--- src/rtl/speicher_arbiter_if.sv ---
// Bus bundle between the shared-RAM arbiter, its two requesters (fetch, data) and the RAM.
// The master modport is the arbiter's view; slave is the requester/RAM side.
interface speicher_arbiter_if #(
  parameter int WORDSIZE     = 32,
  parameter int ADRESSBREITE = 8
);
  logic                    InstrLesen;
  logic [ADRESSBREITE-1:0] InstrAdresse;
  logic [WORDSIZE-1:0]     InstrDaten;
  logic                    InstrGeladen;

  logic                    DatenLesen;
  logic                    DatenSchreiben;
  logic [ADRESSBREITE-1:0] DatenAdresse;
  logic [WORDSIZE-1:0]     DatenSchreibwert;
  logic [WORDSIZE-1:0]     DatenLesewert;
  logic                    DatenGeladen;
  logic                    DatenGespeichert;

  logic                    RAMLesenAn;
  logic                    RAMSchreibenAn;
  logic [ADRESSBREITE-1:0] RAMAdresse;
  logic [WORDSIZE-1:0]     RAMDatenRein;
  logic [WORDSIZE-1:0]     RAMDatenRaus;
  logic                    RAMDatenBereit;
  logic                    RAMDatenGeschrieben;

  logic                    Zeitueberschreitung;

  modport master (
    input  InstrLesen, InstrAdresse,
    output InstrDaten, InstrGeladen,
    input  DatenLesen, DatenSchreiben, DatenAdresse, DatenSchreibwert,
    output DatenLesewert, DatenGeladen, DatenGespeichert,
    output RAMLesenAn, RAMSchreibenAn, RAMAdresse, RAMDatenRein,
    input  RAMDatenRaus, RAMDatenBereit, RAMDatenGeschrieben,
    output Zeitueberschreitung
  );

  modport slave (
    output InstrLesen, InstrAdresse,
    input  InstrDaten, InstrGeladen,
    output DatenLesen, DatenSchreiben, DatenAdresse, DatenSchreibwert,
    input  DatenLesewert, DatenGeladen, DatenGespeichert,
    input  RAMLesenAn, RAMSchreibenAn, RAMAdresse, RAMDatenRein,
    output RAMDatenRaus, RAMDatenBereit, RAMDatenGeschrieben,
    input  Zeitueberschreitung
  );
endinterface

--- src/rtl/speicher_arbiter.sv ---
// Arbitrates a single-ported RAM between instruction fetch and data access with
// round-robin on conflict and a per-access acknowledge timeout.
module speicher_arbiter #(
  parameter int WORDSIZE     = 32,
  parameter int ADRESSBREITE = 8,
  parameter int TIMEOUT      = 15
) (
  input  logic                Clock,
  input  logic                Reset,
  speicher_arbiter_if.master  bus
);
  localparam int          CW    = $clog2(TIMEOUT + 1);
  localparam logic [CW-1:0] LIMIT = CW'(TIMEOUT - 1);

  typedef enum logic [1:0] {FREI, ZUGRIFF, ABSCHLUSS} zustand_t;

  zustand_t                zustand, folge;
  logic                    letzter;      // 1: data port was granted last
  logic                    dienerDaten;  // 1: current access belongs to the data port
  logic                    istSchreiben;
  logic                    timeoutFlag;
  logic [CW-1:0]           zaehler;
  logic [ADRESSBREITE-1:0] adresse;
  logic [WORDSIZE-1:0]     schreibwert, instrDaten, datenLesewert;

  logic anyReq, datenReq, gewinnerDaten, ack, abgelaufen;

  always_comb begin
    datenReq      = bus.DatenLesen | bus.DatenSchreiben;
    anyReq        = bus.InstrLesen | datenReq;
    gewinnerDaten = datenReq & (~bus.InstrLesen | ~letzter);
    ack           = istSchreiben ? bus.RAMDatenGeschrieben : bus.RAMDatenBereit;
    abgelaufen    = (zaehler == LIMIT);
  end

  always_ff @(posedge Clock or negedge Reset) begin
    if (!Reset) zustand <= FREI;
    else        zustand <= folge;
  end

  always_comb begin
    folge = zustand;
    case (zustand)
      FREI:      if (anyReq) folge = ZUGRIFF;
      ZUGRIFF:   if (ack || abgelaufen) folge = ABSCHLUSS;
      ABSCHLUSS: folge = FREI;
      default:   folge = FREI;
    endcase
  end

  // An acknowledge wins over an expiring counter in the same cycle.
  always_ff @(posedge Clock or negedge Reset) begin
    if (!Reset) begin
      letzter       <= 1'b1;
      dienerDaten   <= 1'b0;
      istSchreiben  <= 1'b0;
      timeoutFlag   <= 1'b0;
      zaehler       <= '0;
      adresse       <= '0;
      schreibwert   <= '0;
      instrDaten    <= '0;
      datenLesewert <= '0;
    end else begin
      case (zustand)
        FREI: if (anyReq) begin
          letzter      <= gewinnerDaten;
          dienerDaten  <= gewinnerDaten;
          istSchreiben <= gewinnerDaten & bus.DatenSchreiben;
          adresse      <= gewinnerDaten ? bus.DatenAdresse : bus.InstrAdresse;
          if (gewinnerDaten) schreibwert <= bus.DatenSchreibwert;
          zaehler      <= '0;
          timeoutFlag  <= 1'b0;
        end
        ZUGRIFF: begin
          if (ack || abgelaufen) begin
            timeoutFlag <= ~ack;
            if (!istSchreiben) begin
              if (dienerDaten) datenLesewert <= ack ? bus.RAMDatenRaus : '0;
              else             instrDaten    <= ack ? bus.RAMDatenRaus : '0;
            end
          end else begin
            zaehler <= zaehler + 1'b1;
          end
        end
        default: ;
      endcase
    end
  end

  always_comb begin
    bus.RAMLesenAn          = (zustand == ZUGRIFF) & ~istSchreiben;
    bus.RAMSchreibenAn      = (zustand == ZUGRIFF) &  istSchreiben;
    bus.RAMAdresse          = adresse;
    bus.RAMDatenRein        = schreibwert;
    bus.InstrGeladen        = (zustand == ABSCHLUSS) & ~dienerDaten;
    bus.DatenGeladen        = (zustand == ABSCHLUSS) &  dienerDaten & ~istSchreiben;
    bus.DatenGespeichert    = (zustand == ABSCHLUSS) &  dienerDaten &  istSchreiben;
    bus.Zeitueberschreitung = (zustand == ABSCHLUSS) &  timeoutFlag;
    bus.InstrDaten          = instrDaten;
    bus.DatenLesewert       = datenLesewert;
  end
endmodule

--- src/flat_wrapper.sv ---
// flat-port wrapper written by rule: the top's interface ports become plain ports
module speicher_arbiter_flat 
#(
  parameter int WORDSIZE     = 32,
  parameter int ADRESSBREITE = 8,
  parameter int TIMEOUT      = 15
)
  (Clock, Reset, bus_InstrLesen, bus_InstrAdresse, bus_InstrDaten, bus_InstrGeladen, bus_DatenLesen, bus_DatenSchreiben, bus_DatenAdresse, bus_DatenSchreibwert, bus_DatenLesewert, bus_DatenGeladen, bus_DatenGespeichert, bus_RAMLesenAn, bus_RAMSchreibenAn, bus_RAMAdresse, bus_RAMDatenRein, bus_RAMDatenRaus, bus_RAMDatenBereit, bus_RAMDatenGeschrieben, bus_Zeitueberschreitung);
  speicher_arbiter_if #(.WORDSIZE(WORDSIZE), .ADRESSBREITE(ADRESSBREITE)) bus_i ();
  input  logic Clock;
  input  logic Reset;
  input wire logic [$bits(bus_i.InstrLesen)-1:0] bus_InstrLesen;
  input wire logic [$bits(bus_i.InstrAdresse)-1:0] bus_InstrAdresse;
  output wire logic [$bits(bus_i.InstrDaten)-1:0] bus_InstrDaten;
  output wire logic [$bits(bus_i.InstrGeladen)-1:0] bus_InstrGeladen;
  input wire logic [$bits(bus_i.DatenLesen)-1:0] bus_DatenLesen;
  input wire logic [$bits(bus_i.DatenSchreiben)-1:0] bus_DatenSchreiben;
  input wire logic [$bits(bus_i.DatenAdresse)-1:0] bus_DatenAdresse;
  input wire logic [$bits(bus_i.DatenSchreibwert)-1:0] bus_DatenSchreibwert;
  output wire logic [$bits(bus_i.DatenLesewert)-1:0] bus_DatenLesewert;
  output wire logic [$bits(bus_i.DatenGeladen)-1:0] bus_DatenGeladen;
  output wire logic [$bits(bus_i.DatenGespeichert)-1:0] bus_DatenGespeichert;
  output wire logic [$bits(bus_i.RAMLesenAn)-1:0] bus_RAMLesenAn;
  output wire logic [$bits(bus_i.RAMSchreibenAn)-1:0] bus_RAMSchreibenAn;
  output wire logic [$bits(bus_i.RAMAdresse)-1:0] bus_RAMAdresse;
  output wire logic [$bits(bus_i.RAMDatenRein)-1:0] bus_RAMDatenRein;
  input wire logic [$bits(bus_i.RAMDatenRaus)-1:0] bus_RAMDatenRaus;
  input wire logic [$bits(bus_i.RAMDatenBereit)-1:0] bus_RAMDatenBereit;
  input wire logic [$bits(bus_i.RAMDatenGeschrieben)-1:0] bus_RAMDatenGeschrieben;
  output wire logic [$bits(bus_i.Zeitueberschreitung)-1:0] bus_Zeitueberschreitung;
  assign bus_i.InstrLesen = bus_InstrLesen;
  assign bus_i.InstrAdresse = bus_InstrAdresse;
  assign bus_InstrDaten = bus_i.InstrDaten;
  assign bus_InstrGeladen = bus_i.InstrGeladen;
  assign bus_i.DatenLesen = bus_DatenLesen;
  assign bus_i.DatenSchreiben = bus_DatenSchreiben;
  assign bus_i.DatenAdresse = bus_DatenAdresse;
  assign bus_i.DatenSchreibwert = bus_DatenSchreibwert;
  assign bus_DatenLesewert = bus_i.DatenLesewert;
  assign bus_DatenGeladen = bus_i.DatenGeladen;
  assign bus_DatenGespeichert = bus_i.DatenGespeichert;
  assign bus_RAMLesenAn = bus_i.RAMLesenAn;
  assign bus_RAMSchreibenAn = bus_i.RAMSchreibenAn;
  assign bus_RAMAdresse = bus_i.RAMAdresse;
  assign bus_RAMDatenRein = bus_i.RAMDatenRein;
  assign bus_i.RAMDatenRaus = bus_RAMDatenRaus;
  assign bus_i.RAMDatenBereit = bus_RAMDatenBereit;
  assign bus_i.RAMDatenGeschrieben = bus_RAMDatenGeschrieben;
  assign bus_Zeitueberschreitung = bus_i.Zeitueberschreitung;
  speicher_arbiter #(.WORDSIZE(WORDSIZE), .ADRESSBREITE(ADRESSBREITE), .TIMEOUT(TIMEOUT)) u_core (.Clock(Clock), .Reset(Reset), .bus(bus_i));
endmodule
--- config.mk ---
export PLATFORM = sky130hd
export DESIGN_NAME = speicher_arbiter_flat
export DESIGN_NICKNAME = d
export VERILOG_FILES = /design/src/rtl/speicher_arbiter_if.sv /design/src/rtl/speicher_arbiter.sv /design/src/flat_wrapper.sv
export SDC_FILE = /design/constraint.sdc
export NUM_CORES = 1
export LEC_CHECK = 0
export CAP_MARGIN = 10
export CORE_MARGIN = 4
export CORE_UTILIZATION = 39
export DETAILED_ROUTE_END_ITERATION = 10
export PLACE_DENSITY = 0.81
export RECOVER_POWER = 25
export SYNTH_ARGS = -nofsm -noshare
export SYNTH_HDL_FRONTEND = slang
export SYNTH_SLANG_ARGS = --single-unit
--- constraint.sdc ---
create_clock -name Clock -period 2 [get_ports Clock]
set_clock_uncertainty 0.2 [all_clocks]
set_input_delay 0.4 -clock Clock [delete_from_list [all_inputs] [get_ports Clock]]
set_output_delay 0.4 -clock Clock [all_outputs]
set_load 0.01 [all_outputs]
Yosys cells after proc, flatten, opt, wreduce, memory -nomap -nowiden:

Cells that the tools add are included.

* mux-type cells: 12
* equality and inequality tests: 6
* reduce and logical (&&, ||, !) cells: 10
* bitwise logic cells: 17
* add/sub/neg operators: 1

Operators with widths (count)
* 32-bit two-way mux: 1
* 1-bit AND: 9
* 3-bit AND reduction: 3
* 4-bit two-way mux: 2
* 8-bit two-way mux: 1
* 4-bit one-hot mux with 2 select lines: 1
* 4-bit AND reduction: 2
* 1-bit inverter: 5
* 4-bit by 1-bit adder with 4-bit output, second input constant: 1
* 4-bit == test, second input constant: 1
* 2-bit two-way mux: 2
* 2-bit by 1-bit inequality test with 1-bit output, second input constant: 2
* 2-bit one-hot mux with 2 select lines: 1
* 2-bit AND reduction: 2
* 1-bit two-way mux: 3
* 1-bit bitwise OR: 3
* 2-bit by 1-bit == test with 1-bit output, second input constant: 1
* 2-bit == test, second input constant: 1
* 2-bit logical NOT: 1
* 2-bit inequality test, second input constant: 1
* 1-bit one-hot mux with 2 select lines: 1
* 2-bit nonzero test: 1
* 1-bit logical OR: 1

* flip-flop bits (word level): 114
* output and inout port bits: 110
* input port bits: 87

Logic depth before layout (Yosys ltp):

Gate-level depths: netlist of run 1.

* depth in word-level cells: 4
* depth in mapped cells: 6
* mapped depth without buffers: 5

Worst setup path after synthesis of run 1:

OpenSTA, ideal clock, no wires.

* kind: reg-to-reg
* start: register u_core.zaehler[0]
* end: register u_core.datenLesewert[0], in the netlist u_core.bus.DatenLesewert[0]
* data arrival time: 1904 ps
* cell stages (with the launch flop): 7
* setup slack: -229 ps
* setup time: 125 ps
* path buffers: 1
* path through: dfrtp_1 -> inv_1 -> ha_1 -> nand3_1 -> a2111oi_4 -> buf_6 -> mux2_4

* word-level cells in the longest chain between the ends: 3

RTL lines
* start: declaration: RTL line speicher_arbiter.sv:22 `logic [CW-1:0] zaehler;`
* start signal: assignment: RTL line speicher_arbiter.sv:82 `zaehler <= zaehler + 1'b1;`
* 4-bit == test: RTL line speicher_arbiter.sv:33 `abgelaufen = (zaehler == LIMIT);`
* 1-bit logical OR: RTL line speicher_arbiter.sv:75 `if (ack || abgelaufen) begin`
* 4-bit AND reduction (no source line)
* end signal: assignment: RTL line speicher_arbiter.sv:78 `if (dienerDaten) datenLesewert <= ack ? bus.RAMDatenRaus : '0;`
* end: declaration: RTL line speicher_arbiter.sv:24 `logic [WORDSIZE-1:0] schreibwert, instrDaten, datenLesewert;`

No other way between the ends.
A chain may end at the register's enable or synchronous reset.

Worst setup path after layout of run 1:

* start: register u_core.zaehler[0]
* end: register u_core.instrDaten[18], in the netlist u_core.bus.InstrDaten[18]

* word-level cells in the longest chain between the ends: 3

RTL lines
* 4-bit == test: RTL line speicher_arbiter.sv:33
* 1-bit logical OR: RTL line speicher_arbiter.sv:75
* 4-bit AND reduction (no source line)
* end signal: assignment: RTL line speicher_arbiter.sv:79 `else instrDaten <= ack ? bus.RAMDatenRaus : '0;`
* end: declaration: RTL line speicher_arbiter.sv:24

No other way between the ends.

==> flow_metrics.py, run 1 <==
metrics = {
    "run_status": {
        "outcome": "finished with violations",
        "violations": "negative setup slack",
    },
    "sta": {
        "fin_crit_sh": 1.06,
        "finalSetupTns_ps": -4240,
        "holdWs_ps": 246,
        "hold_viol": 0,
        "finalMaxSlewViolations": 0,
        "fin_crit_ps": 2120,
        "fmax_mhz": 472,
        "tightest_slew_ps": 664,
        "setup_ws_ps": -120,
        "setup_violations": 64,
        "rsz0062_at_grt": "yes",
        "relSlewSlack": 0.558,
    },
    "worst_setup_path": {
        "startpoint": "u_core.zaehler[0]",
        "critical_path.cell_chain": "inv_1 -> ha_2 -> nand3_4 -> a2111oi_4 -> buf_12 -> mux2_2",
        "critical-path-slowest-cell": "dfrtp_1",
        "reg2reg_depth": 6,
        "critical_path.max_fanout": 32,
        "start_kind": "flip-flop",
        "critPathMaxStageDelay_ps": 370,
        "reg2reg_from": "u_core.zaehler[0]",
        "r2r-end": "u_core.bus.InstrDaten[18]",
        "critPathTopFamily": "flip-flops",
        "end_kind": "flip-flop",
        "cp_num_cells": 6,
        "critPathBufInv": 2,
        "path_class": "flip-flop to flip-flop",
        "required_ps": 2080,
        "regToRegSetupSlack_ps": -120,
        "crit_arrival_ps": 2190,
        "crit_path_end": "u_core.bus.InstrDaten[18]",
    },
    "pwr": {
        "clkPwrFrac": 0.265,
        "p_sw_mw": 3.73,
        "p_seq_frac": 0.306,
        "powerDensity_mw_per_mm2": 1600,
        "swShare": 0.290,
        "leakagePower_nw": 3.53,
        "p_int_mw": 9.12,
        "ir_drop_mv": 0.873,
        "p_total_mw": 12.9,
        "combPwrFrac": 0.429,
    },
    "yosys": {
        "synth_warnings": 0,
        "syn_avg_cell_area_um2": 14.8,
        "synth-edff-count": 0,
        "synthCells": 330,
        "seq_area_frac_synth": 0.584,
        "synth_fp_nets": 419,
        "async_reset_ff_frac": 1.00,
        "yosysUniqueCellTypes": 28,
        "syn_area_mm2": 0.00489,
        "ys_seq_elements": 114,
        "synth-main-ff-cell": "dfrtp_1",
    },
    "route": {
        "drc": 0,
        "drt-vias-per-instance": 4.73,
        "ant_nets": 0,
        "dr_total_vias": 3486,
        "firstDrtPassIters": 4,
        "wl_per_cell_um": 17.6,
        "drt-total-wl_um": 12900,
        "first_iter_violations": 185,
    },
    "cells_and_area": {
        "area_growth_pct": 64.3,
        "drive_gt1_frac": 0.309,
        "fin_nets": 645,
        "postLayoutCoreUtil": 0.660,
        "diodes": 0,
        "nFillCells": 892,
    },
    "cts": {
        "cts_root_buf": "clkbuf_16",
        "clk_latency_ps": 400,
        "clock_sinks": 114,
        "cts_made_buffers": 17,
        "cts_tree": "built",
        "htreeDepth": 4,
        "clock_path_buffers": 2,
        "path_clk_slew_ps": 60,
    },
    "placed_design": {
        "place_congestion": 0.794,
        "port_buffers": 196,
        "dp_slack_ps": -466,
        "dpl.hpwl_um": 8930,
    },
    "global_routing": {
        "antenna_found_initial": 0,
        "track_usage": 0.183,
        "grt_pass1_wl_um": 20800,
        "first_global_vias": 3964,
        "grt_max_degree": 49,
        "grt_overflow": 0,
    },
    "floorplanning": {
        "fp.dieH_um": 120,
        "initial_core_util": 0.402,
        "design.core.area_mm2": 0.0122,
        "std_cell_rows": 40,
        "die_x_um": 120,
        "io_pins": 197,
        "die_area_mm2": 0.0144,
    },
    "flow_run": {
        "maxCapViolations": 0,
    },
    "worst_hold_path": {
        "worstHoldPathType": "input port to asynchronous set/reset pin",
    },
}
synthesized netlist by cell type (3+ instances only):
cell type,count,area [um2]
mux2_4,30,450
mux2i_1,13,130
dfrtp_1,113,2830
buf_2,4,20.0
and2_1,34,213
nand2_1,6,22.5
buf_6,7,78.8
clkbuf_1,6,22.5
o21ai_0,23,115
mux2_2,67,754
nor2_1,3,11.3
what timing repair did:
item / CTS / global route
setup endpoints to repair: 70 / 68
hold buffers: 1 / 0
endpoints found under the hold margin: 113 / 0
buffers inserted: 5 / 1
gates cloned: 1 / 2
gates resized for setup: 38 / 14
area by class of cell:
class	count	area [um2]	share of cell area
inverter	2	7.51	0.000935
multi-input combinational	197	2030	0.253
timing repair buffer	224	2250	0.280
clock inverter	11	199	0.0248
clock buffer	21	480	0.0598
sequential	114	2860	0.356
tap	168	210	0.0262
cell families (layout without fill, tap and decap cells):
| family | after synthesis | in the layout | synth area share |
|---|---|---|---|
| compound gates | 28 | 28 | 0.0397 |
| fa+ha+maj | 2 | 2 | 0.00512 |
| buf+inv | 19 | 258 | 0.0264 |
| flops | 114 | 114 | 0.584 |
| mux | 111 | 111 | 0.278 |
| simple gates | 56 | 56 | 0.0676 |
stage by stage:
step                      std cells  instance area, um2
after global routing            737                8030
after detailed placement        695                7160
after floorplan                 330                4920
after global placement          695                7160
final                           737                8030
after CTS                       734                7980
flip-flops by register name (all words and copies together), names as in the netlist:
register,flops
u_core.timeoutFlag,1
u_core.letzter,1
u_core.bus.RAMAdresse,8
u_core.zustand,2
u_core.dienerDaten,1
u_core.bus.RAMDatenRein,32
u_core.zaehler,4
u_core.bus.InstrDaten,32
u_core.istSchreiben,1
u_core.bus.DatenLesewert,32
layout by cell type (no fill, tap or decap), types with 2 or more instances in the layout:
| cell type | Yosys | final |
|---|---|---|
| clkdlybuf4s50_1 | 0 | 189 |
| dfrtp_1 | 113 | 111 |
| mux2_4 | 30 | 53 |
| mux2_2 | 67 | 44 |
| and2_1 | 34 | 34 |
| o21ai_0 | 23 | 23 |
| clkbuf_16 | 0 | 19 |
| buf_4 | 0 | 16 |
| mux2i_1 | 13 | 13 |
| nand2_1 | 6 | 6 |
| bufinv_16 | 0 | 5 |
| clkbuf_8 | 0 | 4 |
| clkbuf_2 | 0 | 4 |
| buf_12 | 0 | 4 |
| nor2_1 | 3 | 3 |
| clkinvlp_4 | 0 | 3 |
| buf_2 | 4 | 3 |
| inv_1 | 2 | 2 |
| nor2b_4 | 0 | 2 |
| a2111oi_4 | 2 | 2 |
| nand4_1 | 2 | 2 |
| clkinv_4 | 0 | 2 |
| buf_6 | 7 | 2 |
| dfrtp_2 | 0 | 2 |
how the worst min path moves through the flow:
stage / end / slack, ps / cells past startpoint
3_5_place_dp: u_core.bus.DatenLesewert[1] / 20 / 1
4_1_cts: u_core.bus.DatenLesewert[1] / 170 / 2
5_1_grt: u_core.bus.InstrDaten[1] / 260 / 2
3_3_place_gp: u_core.bus.DatenLesewert[1] / 20 / 1
6_report: u_core.bus.DatenLesewert[1] / 250 / 2
2_1_floorplan: u_core.bus.DatenLesewert[0] / -100 / 0
layer usage:
metal	GRT usage	part of all wire	up-vias
met5	0	0	-
met3	0.0829	0.092	15
met2	0.309	0.51	135
met4	0.0515	0.013	0
met1	0.209	0.39	1724
li1	-	-	1612
power groups by stage:
stage               Combinational (mW)  Clock (mW)  Sequential, mW
CTS                               5.46        3.45            3.94
floorplan                         2.12           0            4.28
global placement                  5.10           0            3.89
detailed placement                5.22           0            3.94
global route                      5.90        3.57            4.08
finish                            5.51        3.40            3.94
Power figures use the tool's default switching activity.
==> run 2: changes to the inputs <==
--- a/config.mk
+++ b/config.mk
@@ -5,8 +5,8 @@
 export SDC_FILE = /design/constraint.sdc
 export NUM_CORES = 1
 export LEC_CHECK = 0
+export ABC_CLOCK_PERIOD_IN_PS = 2000
 export CAP_MARGIN = 10
-export CORE_MARGIN = 4
 export CORE_UTILIZATION = 39
 export DETAILED_ROUTE_END_ITERATION = 10
 export PLACE_DENSITY = 0.81
@@ -14,3 +14,4 @@
 export SYNTH_ARGS = -nofsm -noshare
 export SYNTH_HDL_FRONTEND = slang
 export SYNTH_SLANG_ARGS = --single-unit
+export TNS_END_PERCENT = 10
==> flow_metrics.py, run 2 (same netlist as run 1, synthesis figures left out) <==
metrics = {
    "run_status": {
        "outcome": "finished with violations",
        "violations": "negative setup slack",
    },
    "global_routing": {
        "grt_overflow": 0,
        "first_global_vias": 3949,
        "grt_pass1_wl_um": 20300,
        "track_usage": 0.205,
        "antenna_found_initial": 0,
        "gr-usage-met1": 0.232,
        "met2_usage": 0.344,
        "use_met3": 0.0770,
        "busiest_layer": "met2",
        "grt_max_degree": 114,
    },
    "route": {
        "ant_nets": 0,
        "drt-vias-per-instance": 4.86,
        "dr_total_vias": 3609,
        "drt-total-wl_um": 13400,
        "wl_per_cell_um": 18.0,
        "firstDrtPassIters": 4,
        "first_iter_violations": 143,
        "drc": 0,
    },
    "cts": {
        "cts_made_buffers": 17,
        "cts_tree": "built",
        "clk_latency_ps": 410,
        "path_clk_slew_ps": 60,
        "clock_path_buffers": 2,
        "clock_sinks": 114,
        "htreeDepth": 4,
        "cts_root_buf": "clkbuf_16",
    },
    "worst_setup_path": {
        "required_ps": 2100,
        "r2r-end": "u_core.bus.DatenLesewert[14]",
        "critPathMaxStageDelay_ps": 390,
        "end_kind": "flip-flop",
        "path_class": "flip-flop to flip-flop",
        "reg2reg_depth": 7,
        "start_kind": "flip-flop",
        "regToRegSetupSlack_ps": -170,
        "critical_path.cell_chain": "inv_1 -> ha_2 -> nand3_4 -> a2111oi_4 -> buf_6 -> clkbuf_16 -> mux2_4",
        "crit_arrival_ps": 2260,
        "critical-path-slowest-cell": "a2111oi_4",
        "reg2reg_from": "u_core.zaehler[0]",
        "critical_path.max_fanout": 7,
    },
    "floorplanning": {
        "fp.dieH_um": 114,
        "die_x_um": 114,
        "std_cell_rows": 40,
        "io_pins": 197,
        "design.core.area_mm2": 0.0121,
        "die_area_mm2": 0.0130,
        "initial_core_util": 0.404,
    },
    "sta": {
        "fin_crit_sh": 1.08,
        "fmax_mhz": 462,
        "hold_viol": 0,
        "tightest_slew_ps": 1060,
        "rsz0062_at_grt": "yes",
        "fin_crit_ps": 2170,
        "setup_violations": 64,
        "setup_ws_ps": -166,
        "relSlewSlack": 0.295,
        "finalSetupTns_ps": -8320,
        "finalMaxSlewViolations": 0,
    },
    "cells_and_area": {
        "final_common_cell": "clkdlybuf4s50_1",
        "fin_nets": 650,
        "final_cells": 742,
        "diodes": 0,
        "layout_common_cells": "clkdlybuf4s50_1, dfrtp_1, mux2_4, and2_1, mux2_2",
        "area_growth_pct": 66.9,
        "drive_gt1_frac": 0.312,
    },
    "pwr": {
        "leakagePower_nw": 3.62,
        "powerDensity_mw_per_mm2": 1610,
        "p_total_mw": 13.1,
        "ir_drop_mv": 0.877,
    },
    "placed_design": {
        "dp_slack_ps": -458,
        "port_buffers": 196,
        "dp_cells": 697,
        "place_congestion": 0.718,
        "dpl.hpwl_um": 8540,
    },
    "flow_run": {
        "maxCapViolations": 0,
    },
    "worst_hold_path": {
        "worstHoldPathType": "input port to asynchronous set/reset pin",
    },
}
-- run 2: stage by stage --
step / utilization / hold WS (ps) / area [um2]
2_1_floorplan: - / -95.6 / 4900
3_3_place_gp: 0.592 / -8.50 / 7170
3_5_place_dp: 0.592 / -8.60 / 7170
4_1_cts: 0.651 / 111 / 7890
5_1_grt: 0.674 / 136 / 8160
6_report: 0.674 / 119 / 8160
-- run 2: cell type report --
cell class	count	area, um2
Fill cell	893	3950
Sequential cell	114	2860
Timing Repair Buffer	229	2340
Multi-Input combinational cell	197	2070
Clock buffer	24	512
Tap cell	168	210
Clock inverter	8	170
Inverter	2	7.51
-- run 2: timing repair --
| action | in CTS | in global routing |
|---|---|---|
| hold buffers | 1 | 0 |
| cloned | 0 | 6 |
| buffers inserted | 3 | 3 |
| resized for setup | 29 | 44 |
| pin swaps | 0 | 2 |
| endpoints found under the setup margin | 70 | 68 |
| endpoints found under the hold margin | 113 | 0 |
-- run 2: how the worst max path moves through the flow --
stage | slack, ps | start | endpoint
floorplan | -70 | u_core.istSchreiben | u_core.bus.DatenLesewert[0]
global placement | -430 | bus_RAMDatenGeschrieben | u_core.bus.InstrDaten[19]
detailed placement | -460 | bus_RAMDatenGeschrieben | u_core.bus.InstrDaten[18]
CTS | -140 | u_core.istSchreiben | u_core.bus.InstrDaten[21]
global route | -220 | u_core.zaehler[0] | u_core.bus.DatenLesewert[24]
finish | -170 | u_core.zaehler[0] | u_core.bus.DatenLesewert[14]
-- run 2: power breakdown --
part           internal [mW]  switching, mW
Clock                   2.41           1.05
Sequential              3.33          0.593
Combinational           3.57           2.15
-- run 2: worst max-delay path: cells and delay by family (launching register included) --
family	cells	cell delay, ps
buffers and inverters	3	440
AO/OA/AOI/OAI	1	390
flip-flops	1	380
multiplexers	1	310
adder cells (fa/ha/maj)	1	210
AND/OR/NAND/NOR	1	120
-- run 2: layer usage --
metal / vias to the layer above / wire (um)
li1: 1621 / -
met1: 1821 / 5440
met2: 140 / 6700
met3: 27 / 916
met4: 0 / 301
met5: - / 0
